--- config.mk ---
export PLATFORM = sky130hd
export DESIGN_NAME = combo_tracker
export DESIGN_NICKNAME = d
export VERILOG_FILES = /design/src/rtl/combo_tracker.sv
export SDC_FILE = /design/constraint.sdc
export NUM_CORES = 1
export LEC_CHECK = 0
export ABC_AREA = 1
export BUFFER_PORTS_ARGS = -buffer_cell sky130_fd_sc_hd__buf_2
export CORE_AREA = 2 2 65 67
export CTS_BUF_LIST = sky130_fd_sc_hd__clkbuf_8
export CTS_CLUSTER_SIZE = 25
export DETAILED_ROUTE_END_ITERATION = 8
export DIE_AREA = 0 0 67 69
export PLACE_DENSITY = 0.81
export SETUP_SLACK_MARGIN = 0.2
export SLEW_MARGIN = 20
export SYNTH_ARGS = -nofsm -noshare
export SYNTH_HDL_FRONTEND = slang
export SYNTH_SLANG_ARGS = --single-unit
--- constraint.sdc ---
create_clock -name clk -period 5.3 [get_ports clk]
set_input_delay 0.53 -clock clk [delete_from_list [all_inputs] [get_ports clk]]
set_output_delay 0.53 -clock clk [all_outputs]
set_load 0.01 [all_outputs]
--- src/rtl/combo_tracker.sv ---
// combo_tracker: edge-detected hit/miss events to saturating combo, best record, multiplier tier and status pulses
module combo_tracker #(
  parameter int WIDTH = 7,
  parameter int NFC_INC = 1,
  parameter int FC_INC = 2,
  parameter int TIER_STEP = 5,
  parameter int NUM_TIERS = 4,
  parameter int TIMEOUT_CYCLES = 100,
  parameter int MULT_W = $clog2(NUM_TIERS + 1)
) (
  input  logic              clk,
  input  logic              reset,
  input  logic              miss,
  input  logic              non_full_clear_hit,
  input  logic              full_clear_hit,
  output logic [WIDTH-1:0]  combo_val,
  output logic [WIDTH-1:0]  best_combo,
  output logic [MULT_W-1:0] multiplier,
  output logic              tier_up,
  output logic              combo_broken
);
  localparam int TW = TIMEOUT_CYCLES > 0 ? $clog2(TIMEOUT_CYCLES + 1) : 1;
  localparam logic [TW-1:0] T_LAST = TW'(TIMEOUT_CYCLES > 0 ? TIMEOUT_CYCLES - 1 : 0);
  typedef enum logic {IDLE, ACTIVE} state_t;
  state_t state, state_n;
  logic miss_d, nfc_d, fc_d;
  logic miss_e, nfc_e, fc_e, hit, timeout;
  logic [TW-1:0] timer, timer_n;
  logic [WIDTH:0] sum;
  logic [WIDTH-1:0] combo_n, best_n, tier;
  logic [MULT_W-1:0] mult_n;
  always_comb begin
    miss_e = miss & ~miss_d;
    nfc_e = non_full_clear_hit & ~nfc_d;
    fc_e = full_clear_hit & ~fc_d;
    hit = fc_e | nfc_e;
    // extra carry bit catches overflow so the count saturates instead of wrapping
    sum = {1'b0, combo_val} + (fc_e ? (WIDTH+1)'(FC_INC) : nfc_e ? (WIDTH+1)'(NFC_INC) : '0);
    timeout = TIMEOUT_CYCLES > 0 && state == ACTIVE && !miss_e && !hit && timer == T_LAST;
    combo_n = miss_e || timeout ? '0 : hit ? (sum[WIDTH] ? '1 : sum[WIDTH-1:0]) : combo_val;
    best_n = combo_n > best_combo ? combo_n : best_combo;
    tier = combo_n / WIDTH'(TIER_STEP);
    mult_n = tier >= WIDTH'(NUM_TIERS - 1) ? MULT_W'(NUM_TIERS) : MULT_W'(tier) + MULT_W'(1);
    state_n = state == IDLE ? (hit && !miss_e ? ACTIVE : IDLE) : (miss_e || timeout ? IDLE : ACTIVE);
    timer_n = state == ACTIVE && state_n == ACTIVE && !hit ? timer + TW'(1) : '0;
  end
  always_ff @(posedge clk) begin
    if (reset) begin
      miss_d <= 1'b0;
      nfc_d <= 1'b0;
      fc_d <= 1'b0;
      combo_val <= '0;
      best_combo <= '0;
      multiplier <= MULT_W'(1);
      tier_up <= 1'b0;
      combo_broken <= 1'b0;
      timer <= '0;
      state <= IDLE;
    end else begin
      miss_d <= miss;
      nfc_d <= non_full_clear_hit;
      fc_d <= full_clear_hit;
      combo_val <= combo_n;
      best_combo <= best_n;
      multiplier <= mult_n;
      tier_up <= mult_n > multiplier;
      combo_broken <= (miss_e && state == ACTIVE) || timeout;
      timer <= timer_n;
      state <= state_n;
    end
  end
endmodule
After elaboration in Yosys (flattened, before gate mapping)
Index checks and enable logic that the tools add are counted. W data, S select, Z words.

Order comparisons: 3. Mux-type cells: 9. Reduce and logical (&&, ||, !) cells: 12. Div/mod/pow operators: 1. Eq/ne operators: 1. Bitwise operators: 8. $add $sub $neg: 3.

Operators by type and width (count): $mux W7 (3); $add A7 B2 Y8 (1); $add A7 B1 Y7 const B (1); $div A7 B3 Y7 const B (1); $eq A7 B7 Y1 const B (1); $ge A7 B2 Y1 const B (1); $gt A7 B7 Y1 (1); $logic_and A1 B1 Y1 (7); $mux W1 (4); $not A1 Y1 (4); $add A3 B1 Y3 const B (1); $and A1 B1 Y1 (3); $gt A3 B3 Y1 (1); $mux W3 (1); $logic_not A1 Y1 (2); $logic_or A1 B1 Y1 (2); $mux W2 (1); $reduce_or A2 Y1 (1); $or A1 B1 Y1 (1).

Word-level logic and storage cells: 47. Output and inout bits: 19. Flip-flop bits (word level): 30.

Depth between registers and ports, before layout
Word-level depth: 13. Depth in mapped cells: 46. Mapped depth without buffers: 46.

Worst setup path after synthesis
No wires, ideal clock.

Path kind: input to register. From: input port full_clear_hit. To: register tier_up. Buffers on the path: 0. Arrival: 5264 ps. Required time: 5173 ps. Stages: 42. Setup slack: -92 ps. Setup time: 127 ps. Cells stage by stage: nand2_1 > inv_1 > nor2_1 > ha_1 > fa_1 > nand3_1 > nand2_1 > nand4_1 > nand2_2 > nand4_1 > nand3_2 > nand2_2 > nand2_2 > nand2_1 > nand2_1 > inv_1 > ha_1 > inv_1 > [... 6 more ...] > ha_1 > o21bai_1 > nand2_1 > inv_1 > nand2_1 > nor2_1 > nand2_1 > nand2_1 > nand2_1 > ha_1 > nor4_1 > nand3_2 > inv_1 > ha_1 > nand2_1 > nor2_1 > a211oi_1 > a311oi_1.

Cells in the longest elaborated chain, start to end: 11. Elaborated cells between the ends (all ways): 16. Those cells by class: 2 x add/sub; 1 x div; 2 x order compare; 5 x mux; 2 x bitwise; 4 x reduce/logical.

RTL lines: from (decl) (RTL line 15) `input logic full_clear_hit,`; $and A1 B1 Y1 (*) (RTL line 35) `fc_e = full_clear_hit & ~fc_d;`; parallel branches: the longest is 5 deep, another holds $add A7 B2 Y8; $mux W7 (*) (RTL line 40) `combo_n = miss_e || timeout ? '0 : hit ? (sum[WIDTH] ? '1 : sum[WIDTH-1:0]) : combo_val;`; $div A7 B3 Y7 (*) (RTL line 42) `tier = combo_n / WIDTH'(TIER_STEP);`; $ge A7 B2 Y1 or $add A3 B1 Y3 (tied branches) (RTL line 43) `mult_n = tier >= WIDTH'(NUM_TIERS - 1) ? MULT_W'(NUM_TIERS) : MULT_W'(tier) + MULT_W'(1);`; $mux W3 (*) (RTL line 43); named net mult_n[1] (RTL line 31) `logic [MULT_W-1:0] mult_n;`; $gt A3 B3 Y1 (*) (RTL line 66) `tier_up <= mult_n > multiplier;`; to (signal assigned) (RTL line 66); to (decl) (RTL line 19) `output logic tier_up,`.

Mark *: on every way through the listed nets, which the timed path passes. A chain may end at the register's enable or synchronous reset.

Final worst setup path
From: register fc_d. To: register tier_up.

Cells in the longest elaborated chain, start to end: 12. Elaborated cells between the ends (all ways): 17. Those cells by class: 2 x add/sub; 1 x div; 2 x order compare; 5 x mux; 3 x bitwise; 4 x reduce/logical.

RTL lines: from (decl) (RTL line 26) `logic miss_d, nfc_d, fc_d;`; from (signal assigned) (RTL line 62) `fc_d <= full_clear_hit;`; $not A1 Y1 (*) (RTL line 35); $and A1 B1 Y1 (*) (RTL line 35); parallel branches: the longest is 5 deep, another holds $add A7 B2 Y8; $mux W7 (*) (RTL line 40); $div A7 B3 Y7 (*) (RTL line 42); $ge A7 B2 Y1 or $add A3 B1 Y3 (tied branches) (RTL line 43); $mux W3 (*) (RTL line 43); named net mult_n[2] (RTL line 31); $gt A3 B3 Y1 (*) (RTL line 66).

Marked as above.

==> flow_summary.json <==
{
  "outcome": "finished clean",
  "hold_depth": 1,
  "cp.arrival_ns": 5.15,
  "dieArea_um2": 4620,
  "antennaDiodeCount": 0,
  "rrSetupSlack_ns": 0.34,
  "synth_cell_types": 34,
  "reg2reg_from": "fc_d$_SDFF_PP0_",
  "fill_cells": 319,
  "grt_antenna_before_repair": 0,
  "synth_fp_nets": 329,
  "hp-start": "timer[0]$_SDFF_PP0_",
  "maxCapViolCount": 0,
  "initial_utilization": 0.539,
  "synthTopCellsByArea": "dfxtp_1 28%, nand2_1 10%, ha_1 10%",
  "finalPower_w": 0.000844,
  "relSlewSlack": 0.684,
  "viasPerCell": 5.17,
  "synth_top_area_cell": "dfxtp_1",
  "cts_buffers": 5,
  "r2r_end": "tier_up$_SDFF_PP0_",
  "powerDensity_nw_per_um2": 310,
  "drt_iter0_drc": 104,
  "yosysTopAreaCellShare": 0.285,
  "grt_pass1_vias": 1853,
  "pre_cts_ws_ns": -0.121,
  "clk_pin_slew_ns": 0.07,
  "clk_latency_ns": 0.28,
  "leakage_nw": 1.40,
  "cp_max_fo": 5,
  "reg2regPathDepth": 42,
  "period_needed_ns": 4.96,
  "grt.total_usage": 0.215,
  "fmax_mhz": 202,
  "rsz0062_at_grt": "yes",
  "ys_ff_latch": 30,
  "crit_path_start_kind": "register",
  "cpPeakStageDelay_ns": 0.39,
  "hold_path_class": "reg2reg",
  "vias": 2119,
  "hold_viol_final": 0,
  "synthToLayoutAreaGrowth_pct": 29.3,
  "syn_inst": 306,
  "core_area_um2": 3910,
  "nets": 382,
  "final_layout_size_suffix_gt1_frac": 0.364,
  "cp.required_ns": 5.50,
  "cts_tree": "done",
  "ant_nets": 0,
  "cpMostUsedCell": "nand2_2",
  "end_kind": "register",
  "cts_sinks": 30,
  "ys.flop_type": "dfxtp_1",
  "gp_congestion": 0.854,
  "ys_seq_area_frac": 0.285,
  "grt-ovfl-total": 0,
  "routed_wl_mm": 4.95,
  "slew_violations": 0,
  "post-synth-top-count-cell": "nand2_1",
  "clockBufferDepth": 2,
  "root_buffer": "clkbuf_8",
  "holdBufCountCts": 0,
  "ir_worst_vdd_uv": 263,
  "portBuffers": 23,
  "post_drt_wl_per_cell_um": 12.1,
  "yosys_warnings": 0,
  "setup_viol": 0,
  "synth_edf_count": 0,
  "fin_worst_skew_ns": 0.00416,
  "synth_area_um2": 2110,
  "avgSynthCellArea_um2": 6.89,
  "grt_pass1_wl_mm": 7.76,
  "critPathSlowestCell": "fa_2",
  "drc": 0,
  "rows": 23,
  "setup_slack_ns": 0.341,
  "grt_max_degree": 17,
  "dr.pass1.iters": 4,
  "die_w_um": 67,
  "finalCritPeriodShare": 0.936,
  "netlist_top_cells_count": "57 x nand2_1, 50 x inv_1, 31 x nor2_1",
  "holdPathEnd": "timer[0]$_SDFF_PP0_",
  "io_pins": 24,
  "cts_max_level": 2,
  "worst_pin_slew_ns": 0.471,
  "synth-async-reset-ratio": 0,
  "dp_hpwl_mm": 3.43,
  "worstSetupPathType": "reg2reg",
  "die_h_um": 69
}
## sequential cells by signal, summed over array words and instances (netlist names)
register      count
best_combo        7
combo_broken      1
combo_val         7
fc_d              1
miss_d            1
multiplier        3
nfc_d             1
state             1
tier_up           1
timer             7
## layer usage
metal / GRT usage / part of all wire / up-vias
met5: 0 / 0 / -
met4: 0.0794 / 0.020 / 0
met3: 0.0538 / 0.054 / 15
met2: 0.362 / 0.50 / 55
met1: 0.259 / 0.43 / 964
li1: - / - / 1085
## final cells by class
class                      count  area, um2  share of cell area
clock buffer                   5       68.8              0.0252
clock inverter                 3       45.0              0.0165
inverter                      57        216              0.0794
multi-input combinational    215       1420               0.519
sequential                    30        602               0.221
tap                           50       62.6              0.0229
timing repair buffer          50        318               0.117
## metrics by stage
stage	utilization	setup TNS, ns	std cells	hold WS (ns)	area, um2
2_1_floorplan	-	0	306	0.418	2130
3_3_place_gp	0.597	0	382	0.429	2330
5_1_grt	0.697	-0.0178	410	0.465	2730
4_1_cts	0.640	0	395	0.451	2500
6_report	0.697	0	410	0.451	2730
3_5_place_dp	0.597	-0.121	382	0.435	2330
## critical path: cells and delay by family, from the launching register on
kind / cells / cell delay [ns]
and+or+nand+nor: 27 / 2.42
buffers and inverters: 6 / 0.33
DFF: 1 / 0.32
adders and majority gates: 6 / 1.42
AOI/OAI and AO/OA: 3 / 0.36
## worst max-delay path by stage
stage,startpoint,to,slack [ns],cells after the start
floorplan,full_clear_hit,tier_up$_SDFF_PP0_,0.23,42
global placement,full_clear_hit,tier_up$_SDFF_PP0_,0.05,42
CTS,fc_d$_SDFF_PP0_,tier_up$_SDFF_PP0_,0.22,42
detailed placement,full_clear_hit,tier_up$_SDFF_PP0_,-0.12,42
finish,fc_d$_SDFF_PP0_,tier_up$_SDFF_PP0_,0.34,42
global route,fc_d$_SDFF_PP0_,tier_up$_SDFF_PP0_,-0.02,42
## repair_timing
item,in CTS,in global routing
pin swaps,7,31
hold endpoints to repair,0,0
endpoints found under the setup margin,1,2
buffers inserted,5,15
gates resized for setup,4,33
## report_power, final
part           internal [W]  total [W]  switching [W]
registers          0.000254   0.000268      0.0000140
logic              0.000149   0.000346       0.000197
clock network      0.000140   0.000230      0.0000903
total              0.000543   0.000844       0.000302
## cells by family after synthesis
| kind of cell | count (synthesis) | share of synthesized area |
|---|---|---|
| DFF | 30 | 0.285 |
| AOI/OAI and AO/OA | 36 | 0.103 |
| buffers and inverters | 61 | 0.112 |
| xor gates and xnor gates | 5 | 0.0208 |
| adders and majority gates | 18 | 0.110 |
| and+or+nand+nor | 156 | 0.370 |
## layout by cell type (no fill, tap or decap), types with 11 or more instances in the layout
master	instances
o21ai_0	11
inv_2	12
buf_4	27
inv_1	43
nand3_2	13
nand2_1	47
nand2_2	25
nor2_1	29
ha_1	11
a21oi_1	15
dfxtp_1	29
buf_2	23
nand3_1	14
(Power assumes the default switching activity.)
